--- src/rtl/preset_ctrl_if.sv ---
// Handshake bundle between the preset controller and its front panel / MIDI logic.
// The master side drives the button, program and tx_ready inputs; the slave side is the controller.
interface preset_ctrl_if;
  logic [1:0] btn_index;
  logic       save_mode;
  logic       prog_valid;
  logic [6:0] prog_num;
  logic       tx_ready;
  logic       tx_valid;
  logic [7:0] tx_data;
  logic       led;
  logic       busy;

  modport master (
    output btn_index, save_mode, prog_valid, prog_num, tx_ready,
    input  tx_valid, tx_data, led, busy
  );

  modport slave (
    input  btn_index, save_mode, prog_valid, prog_num, tx_ready,
    output tx_valid, tx_data, led, busy
  );
endinterface

--- src/rtl/preset_ctrl.sv ---
// Two-slot MIDI program preset store: saves the last received Program Change
// and replays it as a two-byte Program Change message on recall.
module preset_ctrl #(
  parameter logic [3:0] MIDI_CH   = 4'd0,
  parameter int         BLINK_CNT = 21
) (
  input  logic         clk,
  input  logic         rst,
  preset_ctrl_if.slave bus
);

  typedef enum logic [1:0] {IDLE, TX_STATUS, TX_PROG, BLINK} state_e;

  localparam logic [BLINK_CNT-1:0] CNT_ONE = BLINK_CNT'(1);

  state_e               state_q, state_d;
  logic [BLINK_CNT-1:0] cnt_q, cnt_d;
  logic [6:0]           last_prog_q, last_prog_d;
  logic                 have_prog_q, have_prog_d;
  logic [1:0][6:0]      slot_q, slot_d;
  logic [1:0]           full_q, full_d;
  logic [6:0]           tx_prog_q, tx_prog_d;
  logic                 tx_valid_q, tx_valid_d;
  logic [7:0]           tx_data_q, tx_data_d;
  logic                 led_q, led_d;
  logic                 busy_q, busy_d;

  logic btn_hit;
  logic sel;

  // btn_index 1 -> slot 0, 2 -> slot 1; 0 and 3 never qualify
  assign btn_hit = (bus.btn_index == 2'd1) || (bus.btn_index == 2'd2);
  assign sel     = bus.btn_index[1];

  always_comb begin
    state_d     = state_q;
    cnt_d       = cnt_q;
    last_prog_d = last_prog_q;
    have_prog_d = have_prog_q;
    slot_d      = slot_q;
    full_d      = full_q;
    tx_prog_d   = tx_prog_q;

    // Saves below read last_prog_q, so a same-cycle program update lands after the save
    if (bus.prog_valid) begin
      last_prog_d = bus.prog_num;
      have_prog_d = 1'b1;
    end

    case (state_q)
      IDLE: begin
        if (btn_hit && bus.save_mode && have_prog_q) begin
          slot_d[sel] = last_prog_q;
          full_d[sel] = 1'b1;
          cnt_d       = '1;
          state_d     = BLINK;
        end else if (btn_hit && !bus.save_mode && full_q[sel]) begin
          tx_prog_d = slot_q[sel];
          state_d   = TX_STATUS;
        end
      end
      TX_STATUS: if (tx_valid_q && bus.tx_ready) state_d = TX_PROG;
      TX_PROG:   if (tx_valid_q && bus.tx_ready) state_d = IDLE;
      BLINK: begin
        if (cnt_q == '0) state_d = IDLE;
        else             cnt_d   = cnt_q - CNT_ONE;
      end
      default: state_d = IDLE;
    endcase

    // Outputs are decoded from the next state so they leave the flops aligned with it
    tx_valid_d = (state_d == TX_STATUS) || (state_d == TX_PROG);
    tx_data_d  = 8'h00;
    if (state_d == TX_STATUS)    tx_data_d = {4'hC, MIDI_CH};
    else if (state_d == TX_PROG) tx_data_d = {1'b0, tx_prog_d};
    led_d  = (state_d == BLINK);
    busy_d = (state_d != IDLE);
  end

  always_ff @(posedge clk or negedge rst) begin
    if (!rst) begin
      state_q     <= IDLE;
      cnt_q       <= '0;
      last_prog_q <= '0;
      have_prog_q <= 1'b0;
      slot_q      <= '0;
      full_q      <= '0;
      tx_prog_q   <= '0;
      tx_valid_q  <= 1'b0;
      tx_data_q   <= '0;
      led_q       <= 1'b0;
      busy_q      <= 1'b0;
    end else begin
      state_q     <= state_d;
      cnt_q       <= cnt_d;
      last_prog_q <= last_prog_d;
      have_prog_q <= have_prog_d;
      slot_q      <= slot_d;
      full_q      <= full_d;
      tx_prog_q   <= tx_prog_d;
      tx_valid_q  <= tx_valid_d;
      tx_data_q   <= tx_data_d;
      led_q       <= led_d;
      busy_q      <= busy_d;
    end
  end

  assign bus.tx_valid = tx_valid_q;
  assign bus.tx_data  = tx_data_q;
  assign bus.led      = led_q;
  assign bus.busy     = busy_q;

endmodule

--- src/flat_wrapper.sv ---
// flat-port wrapper written by rule: the top's interface ports become plain ports
module preset_ctrl_flat 
#(
  parameter logic [3:0] MIDI_CH   = 4'd0,
  parameter int         BLINK_CNT = 21
)
  (clk, rst, bus_btn_index, bus_save_mode, bus_prog_valid, bus_prog_num, bus_tx_ready, bus_tx_valid, bus_tx_data, bus_led, bus_busy);
  preset_ctrl_if bus_i ();
  input  logic clk;
  input  logic rst;
  input wire logic [$bits(bus_i.btn_index)-1:0] bus_btn_index;
  input wire logic [$bits(bus_i.save_mode)-1:0] bus_save_mode;
  input wire logic [$bits(bus_i.prog_valid)-1:0] bus_prog_valid;
  input wire logic [$bits(bus_i.prog_num)-1:0] bus_prog_num;
  input wire logic [$bits(bus_i.tx_ready)-1:0] bus_tx_ready;
  output wire logic [$bits(bus_i.tx_valid)-1:0] bus_tx_valid;
  output wire logic [$bits(bus_i.tx_data)-1:0] bus_tx_data;
  output wire logic [$bits(bus_i.led)-1:0] bus_led;
  output wire logic [$bits(bus_i.busy)-1:0] bus_busy;
  assign bus_i.btn_index = bus_btn_index;
  assign bus_i.save_mode = bus_save_mode;
  assign bus_i.prog_valid = bus_prog_valid;
  assign bus_i.prog_num = bus_prog_num;
  assign bus_i.tx_ready = bus_tx_ready;
  assign bus_tx_valid = bus_i.tx_valid;
  assign bus_tx_data = bus_i.tx_data;
  assign bus_led = bus_i.led;
  assign bus_busy = bus_i.busy;
  preset_ctrl #(.MIDI_CH(MIDI_CH), .BLINK_CNT(BLINK_CNT)) u_core (.clk(clk), .rst(rst), .bus(bus_i));
endmodule
--- config.mk ---
export PLATFORM = sky130hd
export DESIGN_NAME = preset_ctrl_flat
export DESIGN_NICKNAME = d
export VERILOG_FILES = /design/src/rtl/preset_ctrl_if.sv /design/src/rtl/preset_ctrl.sv /design/src/flat_wrapper.sv
export SDC_FILE = /design/constraint.sdc
export NUM_CORES = 1
export LEC_CHECK = 0
export CORE_MARGIN = 3
export CORE_UTILIZATION = 50
export CTS_CLUSTER_SIZE = 14
export DETAILED_ROUTE_END_ITERATION = 8
export PLACE_DENSITY = 0.81
export SYNTH_ARGS = -nofsm -noshare
export SYNTH_HDL_FRONTEND = slang
export SYNTH_SLANG_ARGS = --single-unit
--- constraint.sdc ---
create_clock -name clk -period 2.6 [get_ports clk]
set_input_delay 0.39 -clock clk [delete_from_list [all_inputs] [get_ports clk]]
set_output_delay 0.39 -clock clk [all_outputs]
set_load 0.005 [all_outputs]
==> results of run 1 <==
routing by layer:
metal | up-vias | GRT usage (%)
li1 | 1138 | -
met1 | 1150 | 26.4
met2 | 54 | 28.2
met3 | 10 | 4.42
met4 | 0 | 7.77
met5 | - | 0
synth_stat cells, types with 3 or more instances:
cell type,n,area [sq um]
dfrtp_1,65,1630
nor2_1,23,86.3
mux2_2,21,236
a21oi_1,17,85.1
ha_1,10,125
mux2i_1,10,100
nand3_1,10,50.1
o21ai_0,10,50.1
inv_1,9,33.8
nor3_1,9,45.0
and3_1,6,37.5
nand4_1,6,37.5
nor2b_1,6,37.5
clkbuf_1,5,18.8
nand2_1,5,18.8
nor4_1,5,31.3
o311a_1,4,40.0
a211oi_1,3,22.5
a211oi_2,3,37.5
a31oi_1,3,18.8
and4_1,3,26.3
nand2b_1,3,18.8
nand3b_1,3,22.5
or2_2,3,18.8
power by group:
part           switching, mW  internal [mW]  total, mW
Sequential             0.126           1.29       1.41
Combinational          0.674          0.545       1.22
Clock                  0.392          0.378      0.770
what timing repair did:
item	4_1_cts	5_1_grt
endpoints found under the setup margin	0	1
hold buffers	1	0
endpoints found under the hold margin	6	0
gates resized for setup	0	1
layout make-up:
type	count	area [sq um]	area share, %
Multi-Input combinational cell	197	1470	39.0
Sequential cell	65	1630	43.2
Clock inverter	5	38.8	1.03
Timing Repair Buffer	40	358	9.51
Inverter	10	37.5	0.998
Tap cell	75	93.8	2.49
Clock buffer	11	141	3.76
registers in the layout (all words and copies together), names as in the netlist:
register,cells
u_core.bus.tx_valid,1
u_core.cnt_q,21
u_core.have_prog_q,1
u_core.bus.tx_data,8
u_core.bus.busy,1
u_core.slot_q,14
u_core.tx_prog_q,7
u_core.state_q,2
u_core.last_prog_q,7
u_core.full_q,2
u_core.bus.led,1
how the worst max path moves through the flow:
stage	endpoint	slack [ps]	cells past startpoint
finish	u_core.bus.tx_data[1]	160	8
global route	u_core.bus.tx_data[2]	30	8
CTS	u_core.bus.tx_data[1]	160	8
detailed placement	u_core.bus.tx_data[1]	-10	8
global placement	u_core.bus.tx_data[1]	100	8
floorplan	u_core.bus.tx_data[0]	330	8
kinds of logic after synthesis:
logic type	after synthesis	share of synthesized area, %
flops	65	51.4
simple gates	98	18.6
xor+xnor	1	0.277
mux	31	10.6
compound gates	57	12.7
fa+ha+maj	10	3.95
buf+inv	19	2.49
==> impl_metrics.tcl, run 1 <==
set metrics [dict create \
    cp_cell_sequence "or4_4 > nor2_4 > nand3_2 > a21oi_4 > a22oi_1 > ha_1 > nand2b_1 > nor2b_1" \
    antenna_found_initial 0 \
    drt-met1-wl_um 3090 \
    areaGrowthSynthToFinish_pct 18.9 \
    ys_types 56 \
    crit_slowest_cell "or4_4" \
    synth_edf_count 0 \
    path_buf_inv 0 \
    cts_tree "done" \
    rsz0062_at_grt "false" \
    clk_latency_ps 340 \
    powerDensity_nw_per_um2 904 \
    regToRegEndpoint "u_core.bus.tx_data[1]" \
    final_cell_mix "65 x dfrtp_1, 23 x nor2_1, 23 x clkdlybuf4s50_1, 21 x mux2_2, 17 x a21oi_1" \
    vias 2352 \
    cap_violations 0 \
    setup_violations 0 \
    first_global_vias 2218 \
    die_h_um 85.6 \
    crit_arrival_ps 2710 \
    holdCritPathClass "reg -> reg" \
    outcome "finished, final reports clean" \
    tightest_slew_ps 855 \
    setup_ws_ps 160 \
    tns_ps 0 \
    hold_end "u_core.full_q[0]" \
    startpoint "u_core.cnt_q[3]" \
    fillers 470 \
    h-tree-depth 3 \
    dp.cells 386 \
    start_util_pct 52.5 \
    syn_avg_cell_area_sq_um 11.3 \
    p_leak_nw 1.50 \
    antenna_left 0 \
    grt_pass1_wl_um 10700 \
    met2_length_um 2860 \
    final_cells 403 \
    hold_slack_ps 476 \
    final_nets 347 \
    grt.total_usage_pct 18.8 \
    cp-start-kind "flop" \
    ff2ff_path_depth 8 \
    port_buffers 24 \
    placed_area_sq_um 3560 \
    ys_warn_count 0 \
    cts_num_sinks 65 \
    ff2ff_setup_slack_ps 160 \
    async_flop_share_pct 100 \
    cpLargestDelayFamily "simple AND/OR/NAND/NOR gates" \
    drt_iter0_drc 177 \
    synth_cells 281 \
    diodes 0 \
    cp_max_fo 7 \
    drc 0 \
    place_worst_setup_slack_ps -13.2 \
    die_w_um 85.6 \
    grt_max_degree 28 \
    final_cell_area_sq_um 3760 \
    dr.pass1.iters 4 \
    wl_per_cell_um 15.7 \
    io_pins 25 \
    grt-ovfl-total 0 \
    ir_drop_mv 0.575 \
    fin_crit_ps 2440 \
    skew_ps 10.5 \
    rows 28 \
    fmax_mhz 410 \
    numCtsBuffers 9 \
    holdPathStages 1 \
    hp-start "u_core.full_q[0]" \
    final_common_cell "dfrtp_1" \
    fin_crit_sh_pct 93.8 \
    maxUsedRoutingLayer "met4" \
    critPathMaxStageDelay_ps 600 \
    fin_util_pct 62.4 \
    via_per_inst 5.84 \
    worst_setup_path_end_kind "flop" \
    slew_viol_final 0 \
    clk_pin_slew_ps 70 \
    fp.coreArea_sq_um 6030 \
    criticalPathCategory "reg -> reg" \
    cts_buffer_depth 2 \
    finalWirelength_um 6340 \
    die_area_sq_um 7320 \
    max_slew_margin_pct 41.5 \
    syn_nets 305 \
    drive_above_1_share_pct 21.0 \
    yosysSeqAreaShare_pct 51.4 \
    post-dp-hpwl_um 4480 \
    place_congestion 0.884 \
    r2r_start "u_core.cnt_q[3]" \
    ys_seq_elements 65 \
    power_mw 3.40 \
    cts_root_buffer "clkbuf_8" \
    synth_flop_cell "dfrtp_1" \
    wl_met3_um 266 \
    cp.required_ps 2870 \
    hold_viol 0 \
    syn-cell-area_sq_um 3160 \
    cts_setup_buffers 0 \
]
(Power assumes the default switching activity.)
==> run 2: changes to the inputs <==
--- a/config.mk
+++ b/config.mk
@@ -7,6 +7,7 @@
 export LEC_CHECK = 0
 export CORE_MARGIN = 3
 export CORE_UTILIZATION = 50
+export CTS_BUF_LIST = sky130_fd_sc_hd__clkbuf_8
 export CTS_CLUSTER_SIZE = 14
 export DETAILED_ROUTE_END_ITERATION = 8
 export PLACE_DENSITY = 0.81
==> constraint.sdc (replaced) <==
create_clock -name clk -period 2.95 [get_ports clk]
set_input_delay 0.4425 -clock clk [delete_from_list [all_inputs] [get_ports clk]]
set_output_delay 0.4425 -clock clk [all_outputs]
set_load 0.005 [all_outputs]
==> impl_metrics.tcl, run 2 (same netlist as run 1, synthesis figures left out) <==
set metrics [dict create \
    outcome "finished, final reports clean" \
    drive_above_1_share_pct 19.6 \
    die_area_sq_um 7320 \
    post-dp-hpwl_um 4540 \
    largest-register "u_core.cnt_q" \
    worst_setup_path_end_kind "flop" \
    die_h_um 85.6 \
    cts_root_buffer "clkbuf_8" \
    final_cells 397 \
    power_mw 2.94 \
    numCtsBuffers 9 \
    multi_input_area_sq_um 1460 \
    crit_arrival_ps 2880 \
    final_nets 341 \
    grt_pass1_wl_um 11400 \
    cts_resized 0 \
    cts_hold_buf 0 \
    start_util_pct 52.5 \
    first_global_vias 2363 \
    max_slew_margin_pct 31.8 \
    fmax_mhz 384 \
    powerDensity_nw_per_um2 794 \
    vias 2362 \
    skew_ps 12.4 \
    hold_viol 0 \
    slew_viol_final 0 \
    cp_max_fo 9 \
    place_congestion 0.949 \
    io_pins 25 \
    ff_latch_area_sq_um 1630 \
    cp-start-kind "flop" \
    wl_per_cell_um 16.5 \
    drt_iter0_drc 245 \
    diodes 0 \
    grt-ovfl-total 0 \
    areaGrowthSynthToFinish_pct 17.0 \
    finalWirelength_um 6530 \
    port_buffers 24 \
    tns_ps 0 \
    holdCritPathClass "in -> async" \
    h-tree-depth 3 \
    setup_violations 0 \
    clk_pin_slew_ps 70 \
    fp.coreArea_sq_um 6030 \
    hold_slack_ps 285 \
    antenna_left 0 \
    criticalPathCategory "reg -> reg" \
    rsz0062_at_grt "false" \
    cts_tree "done" \
    fillers 486 \
    fin_crit_ps 2600 \
    cts_setup_buffers 0 \
    p_leak_nw 1.47 \
    grt_max_degree 48 \
    cts_buffer_depth 2 \
    largest_register_ffs 21 \
    grt.total_usage_pct 19.9 \
    antenna_found_initial 0 \
    ir_drop_mv 0.521 \
    dp.cells 381 \
    cts_num_sinks 65 \
    final_common_cell "dfrtp_1" \
    final_cell_mix "65 x dfrtp_1, 23 x nor2_1, 23 x clkdlybuf4s50_1, 21 x mux2_2, 17 x a21oi_1" \
    cap_violations 0 \
    via_per_inst 5.95 \
    drc 0 \
    placed_area_sq_um 3530 \
    cp.required_ps 3220 \
    rows 28 \
    dr.pass1.iters 5 \
    fin_crit_sh_pct 88.2 \
    die_w_um 85.6 \
    final_cell_area_sq_um 3700 \
    ff2ff_setup_slack_ps 350 \
    clk_latency_ps 340 \
    tightest_slew_ps 1020 \
]
[run 2: cell types whose count changed in the layout (fill, tap and decap cells not counted)]
cell | before | now
a21oi_2 | 0 | 1
a21oi_4 | 1 | 0
buf_4 | 15 | 10
clkbuf_1 | 1 | 0
clkinvlp_4 | 1 | 2
dlygate4sd3_1 | 1 | 0
inv_1 | 9 | 11
inv_6 | 2 | 0
[run 2: metal layers]
layer / GRT usage (%) / wire [um] / vias to the layer above
li1: - / - / 1124
met1: 28.2 / 3050 / 1156
met2: 29.3 / 3060 / 68
met3: 3.46 / 272 / 14
met4: 10.6 / 150 / 0
met5: 0 / 0 / -
[run 2: metrics by stage]
step	setup slack, ps	utilization, %
after floorplan	679	-
after global placement	402	58.5
after detailed placement	200	58.5
after CTS	382	61.4
after global routing	131	61.4
final	348	61.4
[run 2: worst max-delay path: stages (launching register included)]
cell      delay, ps
dfrtp_1         480
or4_4           590
nor2_4          210
nand3_2         190
a21oi_2         270
a22oi_1         170
ha_1            260
nand2b_1        220
nor2b_1         150
[run 2: layout make-up]
class | count | share of cell area [%]
Sequential cell | 65 | 43.9
Multi-Input combinational cell | 197 | 39.4
Timing Repair Buffer | 34 | 8.38
Clock buffer | 10 | 3.72
Tap cell | 75 | 2.54
Inverter | 10 | 1.01
Clock inverter | 6 | 0.980
[run 2: worst paths after layout]
kind,start,end,cells past startpoint
worst max-delay path,u_core.cnt_q[2],u_core.bus.tx_data[3],8
worst min-delay path,rst,u_core.cnt_q[9],1
worst max register to register,u_core.cnt_q[2],u_core.bus.tx_data[3],8
worst min register to register,u_core.full_q[1],u_core.full_q[1],1
max in group asynchronous,rst,u_core.tx_prog_q[0],2
min in group clk,u_core.full_q[1],u_core.full_q[1],1
[run 2: power breakdown]
part           switching (mW)  internal [mW]  total [mW]
sequential              0.110           1.13        1.24
combinational           0.576          0.464        1.04
clock                   0.336          0.321       0.657
total                    1.02           1.92        2.94
